[config.mk]
export PLATFORM = sky130hd
export DESIGN_NAME = crc_engine
export DESIGN_NICKNAME = d
export VERILOG_FILES = /design/src/rtl/crc_pkg.sv /design/src/rtl/crc_step.sv /design/src/rtl/crc_engine.sv
export SDC_FILE = /design/constraint.sdc
export NUM_CORES = 1
export LEC_CHECK = 0
export BUFFER_PORTS_ARGS = -buffer_cell sky130_fd_sc_hd__clkbuf_2
export CAP_MARGIN = 30
export CORE_MARGIN = 2
export CORE_UTILIZATION = 50
export DETAILED_ROUTE_END_ITERATION = 8
export PLACE_DENSITY = 0.71
export SLEW_MARGIN = 10
export SYNTH_ARGS = -nofsm -noshare
export SYNTH_HDL_FRONTEND = slang
export SYNTH_SLANG_ARGS = --single-unit
[constraint.sdc]
create_clock -name CLK -period 3 [get_ports CLK]
set_input_delay 0.6 -clock CLK [delete_from_list [all_inputs] [get_ports CLK]]
set_output_delay 0.6 -clock CLK [all_outputs]
set_load 0.01 [all_outputs]
[src/rtl/crc_pkg.sv]
// rtl/crc_pkg.sv - shared state encoding, bit-reflect helper and CRC presets
package crc_pkg;

   typedef enum logic [1:0] {
      ST_IDLE = 2'd0,
      ST_RUN  = 2'd1,
      ST_DONE = 2'd2
   } crc_state_t;

   localparam logic [31:0] CRC32_ETH_POLY    = 32'h04C1_1DB7;
   localparam logic [31:0] CRC32_ETH_INIT    = 32'hFFFF_FFFF;
   localparam logic [31:0] CRC32_ETH_XOROUT  = 32'hFFFF_FFFF;
   localparam logic [31:0] CRC32_ETH_CHECK   = 32'h2144_DF1C;
   localparam bit          CRC32_ETH_REFIN   = 1'b1;
   localparam bit          CRC32_ETH_REFOUT  = 1'b1;

   localparam logic [31:0] CRC16_CCITT_POLY   = 32'h0000_1021;
   localparam logic [31:0] CRC16_CCITT_INIT   = 32'h0000_FFFF;
   localparam logic [31:0] CRC16_CCITT_XOROUT = 32'h0000_0000;
   localparam logic [31:0] CRC16_CCITT_CHECK  = 32'h0000_0000;
   localparam bit          CRC16_CCITT_REFIN  = 1'b0;
   localparam bit          CRC16_CCITT_REFOUT = 1'b0;

   localparam logic [31:0] CRC8_POLY   = 32'h0000_0007;
   localparam logic [31:0] CRC8_INIT   = 32'h0000_0000;
   localparam logic [31:0] CRC8_XOROUT = 32'h0000_0000;
   localparam logic [31:0] CRC8_CHECK  = 32'h0000_0000;
   localparam bit          CRC8_REFIN  = 1'b0;
   localparam bit          CRC8_REFOUT = 1'b0;

   // Reverse the low w bits of v; bits at and above w come back as zero.
   function automatic logic [31:0] crc_reflect(input logic [31:0] v, input int w);
      logic [31:0] r;
      r = '0;
      for (int i = 0; i < 32; i++) begin
         if (i < w) r[i] = v[5'(w - 1 - i)];
      end
      return r;
   endfunction

endpackage

[src/rtl/crc_step.sv]
// rtl/crc_step.sv - combinational DATA_W-bit CRC advance, normal (MSB-shift) form
module crc_step
   import crc_pkg::*;
#(
   parameter int          CRC_W  = 32,
   parameter int          DATA_W = 8,
   parameter logic [31:0] POLY   = 32'h04C1_1DB7,
   parameter bit          REFIN  = 1'b1
) (
   input  logic [CRC_W-1:0]  crc_in,
   input  logic [DATA_W-1:0] data,
   output logic [CRC_W-1:0]  crc_out
);

   localparam logic [CRC_W-1:0] POLY_W = POLY[CRC_W-1:0];

   logic [CRC_W-1:0] c;
   logic             d;
   logic             fb;

   // Unrolled bit-steps; REFIN only changes which end of the beat is fed first.
   always_comb begin
      c  = crc_in;
      d  = 1'b0;
      fb = 1'b0;
      for (int i = 0; i < DATA_W; i++) begin
         d  = REFIN ? data[i] : data[DATA_W-1-i];
         fb = c[CRC_W-1] ^ d;
         c  = {c[CRC_W-2:0], 1'b0} ^ (fb ? POLY_W : '0);
      end
      crc_out = c;
   end

endmodule

[src/rtl/crc_engine.sv]
// rtl/crc_engine.sv - framed CRC generator/checker with valid/ready result handshake
// Optional residue compare on crc_ok enabled by defining CRC_CHECK_EN.
module crc_engine
   import crc_pkg::*;
#(
   parameter int          CRC_W  = 32,
   parameter int          DATA_W = 8,
   parameter logic [31:0] POLY   = CRC32_ETH_POLY,
   parameter logic [31:0] INIT   = CRC32_ETH_INIT,
   parameter bit          REFIN  = 1'b1,
   parameter bit          REFOUT = 1'b1,
   parameter logic [31:0] XOROUT = CRC32_ETH_XOROUT,
   parameter logic [31:0] CHECK  = CRC32_ETH_CHECK
) (
   input  logic              CLK,
   input  logic              RST,
   input  logic              in_valid,
   output logic              in_ready,
   input  logic [DATA_W-1:0] in_data,
   input  logic              in_last,
   output logic              out_valid,
   input  logic              out_ready,
   output logic [CRC_W-1:0]  o_crc,
   output logic              crc_ok
);

   localparam logic [CRC_W-1:0] INIT_W   = INIT[CRC_W-1:0];
   localparam logic [CRC_W-1:0] XOROUT_W = XOROUT[CRC_W-1:0];

   crc_state_t       state;
   crc_state_t       state_nxt;
   logic             beat;
   logic [CRC_W-1:0] crc_ff;
   logic [CRC_W-1:0] step_in;
   logic [CRC_W-1:0] step_out;
   logic [31:0]      step_refl;
   logic [CRC_W-1:0] final_crc;

   assign beat = in_valid & in_ready;

   // Only a beat in RUN continues the frame; IDLE and a back-to-back DONE start fresh.
   assign step_in = (state == ST_RUN) ? crc_ff : INIT_W;

   crc_step #(
      .CRC_W  (CRC_W),
      .DATA_W (DATA_W),
      .POLY   (POLY),
      .REFIN  (REFIN)
   ) u_step (
      .crc_in  (step_in),
      .data    (in_data),
      .crc_out (step_out)
   );

   assign step_refl = crc_reflect(32'(step_out), CRC_W);
   assign final_crc = (REFOUT ? step_refl[CRC_W-1:0] : step_out) ^ XOROUT_W;

   always_ff @(posedge CLK) begin
      if (RST) state <= ST_IDLE;
      else     state <= state_nxt;
   end

   always_comb begin
      state_nxt = state;
      case (state)
         ST_IDLE: begin
            if (beat) state_nxt = in_last ? ST_DONE : ST_RUN;
         end
         ST_RUN: begin
            if (beat && in_last) state_nxt = ST_DONE;
         end
         ST_DONE: begin
            if (out_ready) begin
               if (beat) state_nxt = in_last ? ST_DONE : ST_RUN;
               else      state_nxt = ST_IDLE;
            end
         end
         default: state_nxt = ST_IDLE;
      endcase
   end

   always_comb begin
      in_ready  = (state != ST_DONE) | out_ready;
      out_valid = (state == ST_DONE);
   end

   always_ff @(posedge CLK) begin
      if (RST) begin
         crc_ff <= INIT_W;
         o_crc  <= '0;
      end else if (beat) begin
         crc_ff <= step_out;
         if (in_last) o_crc <= final_crc;
      end
   end

`ifdef CRC_CHECK_EN
   localparam logic [CRC_W-1:0] CHECK_W = CHECK[CRC_W-1:0];

   always_ff @(posedge CLK) begin
      if (RST)                   crc_ok <= 1'b0;
      else if (beat && in_last)  crc_ok <= (final_crc == CHECK_W);
   end
`else
   assign crc_ok = 1'b0;
`endif

endmodule
# Yosys cells after proc, flatten, opt, wreduce, memory -nomap -nowiden
# Index checks and enable logic that the tools add are counted.
[classes] n_reduce_logical=4 muxes=15 bitwise=19 n_eq_ne=6
[op_table] cell="$xor 32x32->32" n=8
[op_table] cell="$mux 27" n=8
[op_table] cell="$mux 32" n=1
[op_table] cell="$not 32->32" n=1
[op_table] cell="$mux 2" n=5
[op_table] cell="$xor 1x1->1" n=8
[op_table] cell="$pmux 2 s3" n=1
[op_table] cell="$ne 2x1->1 const B" n=2
[op_table] cell="$ne 2x2->1 const B" n=2
[op_table] cell="$reduce_and 3->1" n=1
[op_table] cell="$eq 2x1->1 const B" n=1
[op_table] cell="$eq 2x2->1 const B" n=1
[op_table] cell="$logic_not 2->1" n=1
[op_table] cell="$reduce_and 2->1" n=1
[op_table] cell="$and 1x1->1" n=1
[op_table] cell="$logic_and 1x1->1" n=1
[op_table] cell="$or 1x1->1" n=1
[totals] wordCells=47 in_bits=13 register_bits=66 output_inout_bits=35

# Depth between registers and ports, before layout
[logic_depth] depth_word=27 mapped_depth=8 mapped_depth_nobuf=6

# Modules after synthesis
# A second synthesis with hierarchy kept.
[hier_totals] cells_unflattened=324 area_unflattened_um2=3415.8
[modules_own_cells] mod="crc_engine" area_each_um2=2423.6 seq_area_each_um2=1001.0 n_inst=1 cells_per_inst=259
[modules_own_cells] mod="crc_step" area_each_um2=992.2 seq_area_each_um2=0.0 n_inst=1 cells_per_inst=65

# Worst setup path before layout
# Ideal clock, no wire load.
[synth_timing] kind="input to register" start="input in_data[0]" end="register o_crc[23]" t_required_ns=2.883 stages=6 arrival_ns=2.186 setup_time_ns=0.117 path_slack_ns=0.697 path_cell_list="buf_6 -> xnor2_2 -> xnor3_4 -> xnor3_2 -> xor2_1 -> a22o_1"
[synth_via] elab_chain_cells=13
[synth_lines] element="from (decl)" line_no="crc_engine.sv:19" source="input logic [DATA_W-1:0] in_data,"
[synth_lines] element="$xor 1x1->1 (*)" line_no="crc_step.sv:28" source="fb = c[CRC_W-1] ^ d;"
[synth_lines] element="$mux 27 (*)" line_no="crc_step.sv:29" source="c = {c[CRC_W-2:0], 1'b0} ^ (fb ? POLY_W : '0);"
[synth_lines] element="$xor 32x32->32 (*) (6 in a row)" line_no="crc_step.sv:29"
[synth_lines] element="$xor 1x1->1" line_no="crc_step.sv:28"
[synth_lines] element="$mux 27" line_no="crc_step.sv:29"
[synth_lines] element="$xor 32x32->32 (*) (2 in a row)" line_no="crc_step.sv:29"
[synth_lines] element="$not 32->32 (no source line) (*)"
[synth_lines] element="to (signal assigned)" line_no="crc_engine.sv:93" source="if (in_last) o_crc <= final_crc;"
[synth_lines] element="to (decl)" line_no="crc_engine.sv:23" source="output logic [CRC_W-1:0] o_crc,"
# Every way passes the cells marked *; elsewhere a longest branch is shown, timed or not.
# A chain may end at the register's enable or synchronous reset.

# Worst setup path in the final report
[layout_timing] start="register state[1]" end="register o_crc[23]"
[layout_via] elab_chain_cells=15 elab_cells_between_ends=27 classes_between="eq/ne (2); mux (7); bitwise (17); reduce/logical (1)"
[layout_lines] element="from (decl)" line_no="crc_engine.sv:30" source="crc_state_t state;"
[layout_lines] element="from (signal assigned)" line_no="crc_engine.sv:60" source="else state <= state_nxt;"
[layout_lines] element="$eq 2x1->1" line_no="crc_engine.sv:42" source="assign step_in = (state == ST_RUN) ? crc_ff : INIT_W;"
[layout_lines] element="$mux 32" line_no="crc_engine.sv:42"
[layout_lines] element="$xor 1x1->1 / $xor 32x32->32 (equally long branches)" line_no="crc_step.sv:28, crc_step.sv:29"
[layout_lines] element="$mux 27 / $xor 1x1->1 (equally long branches)" line_no="crc_step.sv:29, crc_step.sv:28"
[layout_lines] element="$xor 32x32->32 / $mux 27 (equally long branches)" line_no="crc_step.sv:29"
[layout_lines] element="$xor 32x32->32 (5 in a row)" line_no="crc_step.sv:29"
[layout_lines] element="$xor 1x1->1 / $xor 32x32->32 (equally long branches)" line_no="crc_step.sv:28, crc_step.sv:29"
[layout_lines] element="$mux 27 / $xor 1x1->1 (equally long branches)" line_no="crc_step.sv:29, crc_step.sv:28"
[layout_lines] element="$xor 32x32->32 / $mux 27 (equally long branches)" line_no="crc_step.sv:29"
[layout_lines] element="$xor 32x32->32" line_no="crc_step.sv:29"
[layout_lines] element="$not 32->32 (no source line)"
# Several ways; a longest one is shown, not always the timed one.

==> impl_metrics.py <==
metrics = {
    "logic_synthesis": {
        "syn_avg_cell_area_um2": 8.936,
        "synthesis.area_mm2": 0.003405,
        "synth-seq-cells": 50,
        "synthCells": 381,
        "ys_seq_area_frac": 0.2940,
        "ys_warn_count": 0,
        "ys_types": 43,
    },
    "pwr": {
        "p_clk_frac": 0.198,
        "comb_power_share": 0.388,
        "power.density_mw_per_mm2": 574.0,
        "p_switching_uw": 724.4,
        "switching_share": 0.3563,
        "p_leak_nw": 1.432,
        "ir_drop_v": 0.0003108,
        "p_seq_frac": 0.414,
        "p_int_mw": 1.309,
    },
    "place": {
        "dpl.hpwl_um": 5291,
        "place_inst": 465,
        "io_buffers": 30,
        "gp_congestion": 0.8967,
    },
    "floorplan": {
        "die_area_mm2": 0.007485,
        "die_w_um": 86.52,
        "core_mm2": 0.006681,
        "boundaryPins": 48,
        "die_y_um": 86.52,
        "initial_core_util": 0.5096,
        "fp-row-count": 30,
    },
    "routing": {
        "drt-initial-drc-count": 100,
        "ant_nets": 0,
        "dr.pass1.iters": 5,
        "via_per_inst": 5.309,
        "wirelength_um": 7144,
        "drc": 0,
        "vias": 2511,
        "wl_per_cell_um": 15.10,
    },
    "run": {
        "max_cap_violations": 0,
    },
    "layout": {
        "area_growth_pct": 4.043,
        "post-route-util": 0.5302,
        "regArea_mm2": 0.001001,
        "fin_nets": 405,
        "multi_input_area_mm2": 0.002152,
        "fillers": 623,
        "final_layout_size_suffix_gt1_frac": 0.1527,
        "diodes": 0,
        "final_cells": 473,
    },
    "timing": {
        "finalCritPeriodShare": 0.8205,
        "tightest_slew_ps": 517.3,
        "slew_violations": 0,
        "fin_skew_ps": 4.639,
        "rsz0062_at_grt": "false",
        "setup_violations": 0,
        "period_needed_ps": 2461,
        "timing_hold_violations_final": 0,
        "final.setup.tns_ps": 0,
        "fmax_mhz": 406.3,
        "relSlewSlack": 0.6551,
    },
    "clock_tree": {
        "cts_buffers": 5,
        "cts_hold_buf": 0,
        "cts-root-buf": "clkbuf_8",
        "clock_latency_ps": 310,
        "cts_resized": 0,
        "cts_max_level": 2,
        "clk_pin_slew_ps": 90,
        "cts_tree": "built",
        "clkSinkCount": 50,
        "ctsLongestPathBuffers": 2,
        "post_cts_buffers": 0,
    },
    "min_path": {
        "min_path_type": "reg -> reg",
        "hold_path_depth": 2,
        "min-delay-start": "o_crc[19]",
        "min_to": "o_crc[19]",
    },
    "grt": {
        "track_usage": 0.2029,
        "overflow": 0,
        "first_global_vias": 2390,
        "grt_antenna_before_repair": 0,
        "grt_pass1_wl_um": 11890,
        "grt_max_degree": 50,
    },
    "setup_path": {
        "worst-setup-path-type": "reg -> reg",
        "r2r_cells": 6,
        "cp.required_ps": 3210,
        "r2r_start": "state[1]",
        "end_kind": "flip-flop",
        "critPathArrivalTime_ps": 2670,
        "slowest_stage": "xnor3_2",
        "crit_fanout": 32,
        "cpPeakStageDelay_ps": 530,
        "r2r_end": "o_crc[23]",
        "r2r_slack_ps": 540,
        "worstSetupStartpointType": "flip-flop",
        "cp.buffers_inverters": 0,
        "crit_family": "XOR/XNOR gates",
        "cp_cell_sequence": "nand2b_4, nor2_1, xnor2_4, xnor3_2, xor2_1, a22o_1",
    },
    "outcome": {
        "outcome": "finished, final reports clean",
    },
}
-- metal layers --
layer,vias to the layer above,global-route usage,routed length [um]
met5,-,0,0
met4,0,0.06960,112
met3,13,0.03905,427
met2,81,0.3280,3521
met1,1178,0.2723,3083
li1,1239,-,-
-- worst reg2reg max path, stage by stage (launching register included) --
cell and delay, ps:
dfxtp_1 510, nand2b_4 420, nor2_1 190, xnor2_4 310, xnor3_2 530, xor2_1 180, a22o_1 230
-- registers in the layout (all words and copies together) (netlist names) --
| signal | flops |
|---|---|
| state | 2 |
| o_crc | 16 |
| crc_ff | 32 |
-- layout make-up --
type                            count  share of cell area
Sequential cell                    50              0.2826
Tap cell                           80             0.02826
Inverter                            1            0.001060
Clock buffer                        5             0.01943
Timing Repair Buffer               36             0.05510
Multi-Input combinational cell    298              0.6076
Clock inverter                      3            0.006005
-- power by group through the flow --
stage                     registers (mW)  clock network, mW  logic, mW
final                              0.841              0.403      0.789
after global placement             0.854                  0      0.773
after floorplan                    0.820                  0      0.678
after CTS                          0.843              0.412      0.792
after detailed placement           0.857                  0      0.787
after global routing               0.854              0.443      0.866
-- cells in the mapped netlist, drive strengths merged --
library cell	number	area, um2
or2b	1	7.510
and2	6	37.54
nor3	6	30.03
nand2	47	176.4
or3b	1	8.760
nor3b	2	20.02
nor2	42	160.2
nand2b	1	13.76
o21ai	6	30.03
clkbuf	8	40.04
a221oi	1	8.760
buf	40	267.8
a211oi	8	60.06
conb	1	3.750
o32a	1	10.01
a211o	4	35.03
nor2b	3	18.77
a21oi	9	45.04
xnor2	67	643.1
or3	2	12.51
xor3	3	75.08
dfxtp	50	1001
clkinv	1	3.750
mux2i	2	20.02
nand3	7	35.03
o21a	3	22.52
a22o	2	17.52
o211ai	23	172.7
o31a	1	8.760
xnor3	8	192.7
xor2	25	226.5
-- worst max-delay path by stage --
stage,start,endpoint,slack (ps),cells past startpoint
4_1_cts,state[1],o_crc[23],550,6
6_report,state[1],o_crc[23],540,6
2_1_floorplan,in_data[0],o_crc[23],700,6
5_1_grt,state[1],o_crc[23],380,6
3_5_place_dp,in_data[0],o_crc[23],460,6
3_3_place_gp,in_data[0],o_crc[23],520,6
-- logic make-up after synthesis --
family,after synthesis,share of synthesized area
DFF,50,0.2940
AOI/OAI and AO/OA,58,0.1205
xor gates and xnor gates,103,0.3341
and+or+nand+nor,118,0.1529
other,1,0.001101
buffers and inverters,49,0.09151
muxes,2,0.005880
-- metrics by stage --
stage	area (um2)	hold WS, ps	power (mW)	setup slack (ps)
after floorplan	3465	441.2	1.498	697.0
final	3542	455.8	2.033	538.5
after global placement	3452	442.6	1.626	515.4
after detailed placement	3452	447.4	1.645	461.1
after global routing	3542	496.3	2.164	381.2
after CTS	3542	460.6	2.047	550.1
-- cells in the final DEF, fill, tap and decap left out, drive strengths merged --
cell,instances
a211o,4
a211oi,8
a21oi,9
a221oi,1
a22o,2
and2,6
buf,6
clkbuf,35
clkinv,3
clkinvlp,1
conb,17
dfxtp,50
mux2i,2
nand2,47
nand2b,1
nand3,7
nor2,42
nor2b,3
nor3,6
nor3b,2
o211ai,23
o21a,3
o21ai,6
o31a,1
o32a,1
or2b,1
or3,2
or3b,1
xnor2,67
xnor3,8
xor2,25
xor3,3
No activity file was read; power rests on OpenSTA's default activity.
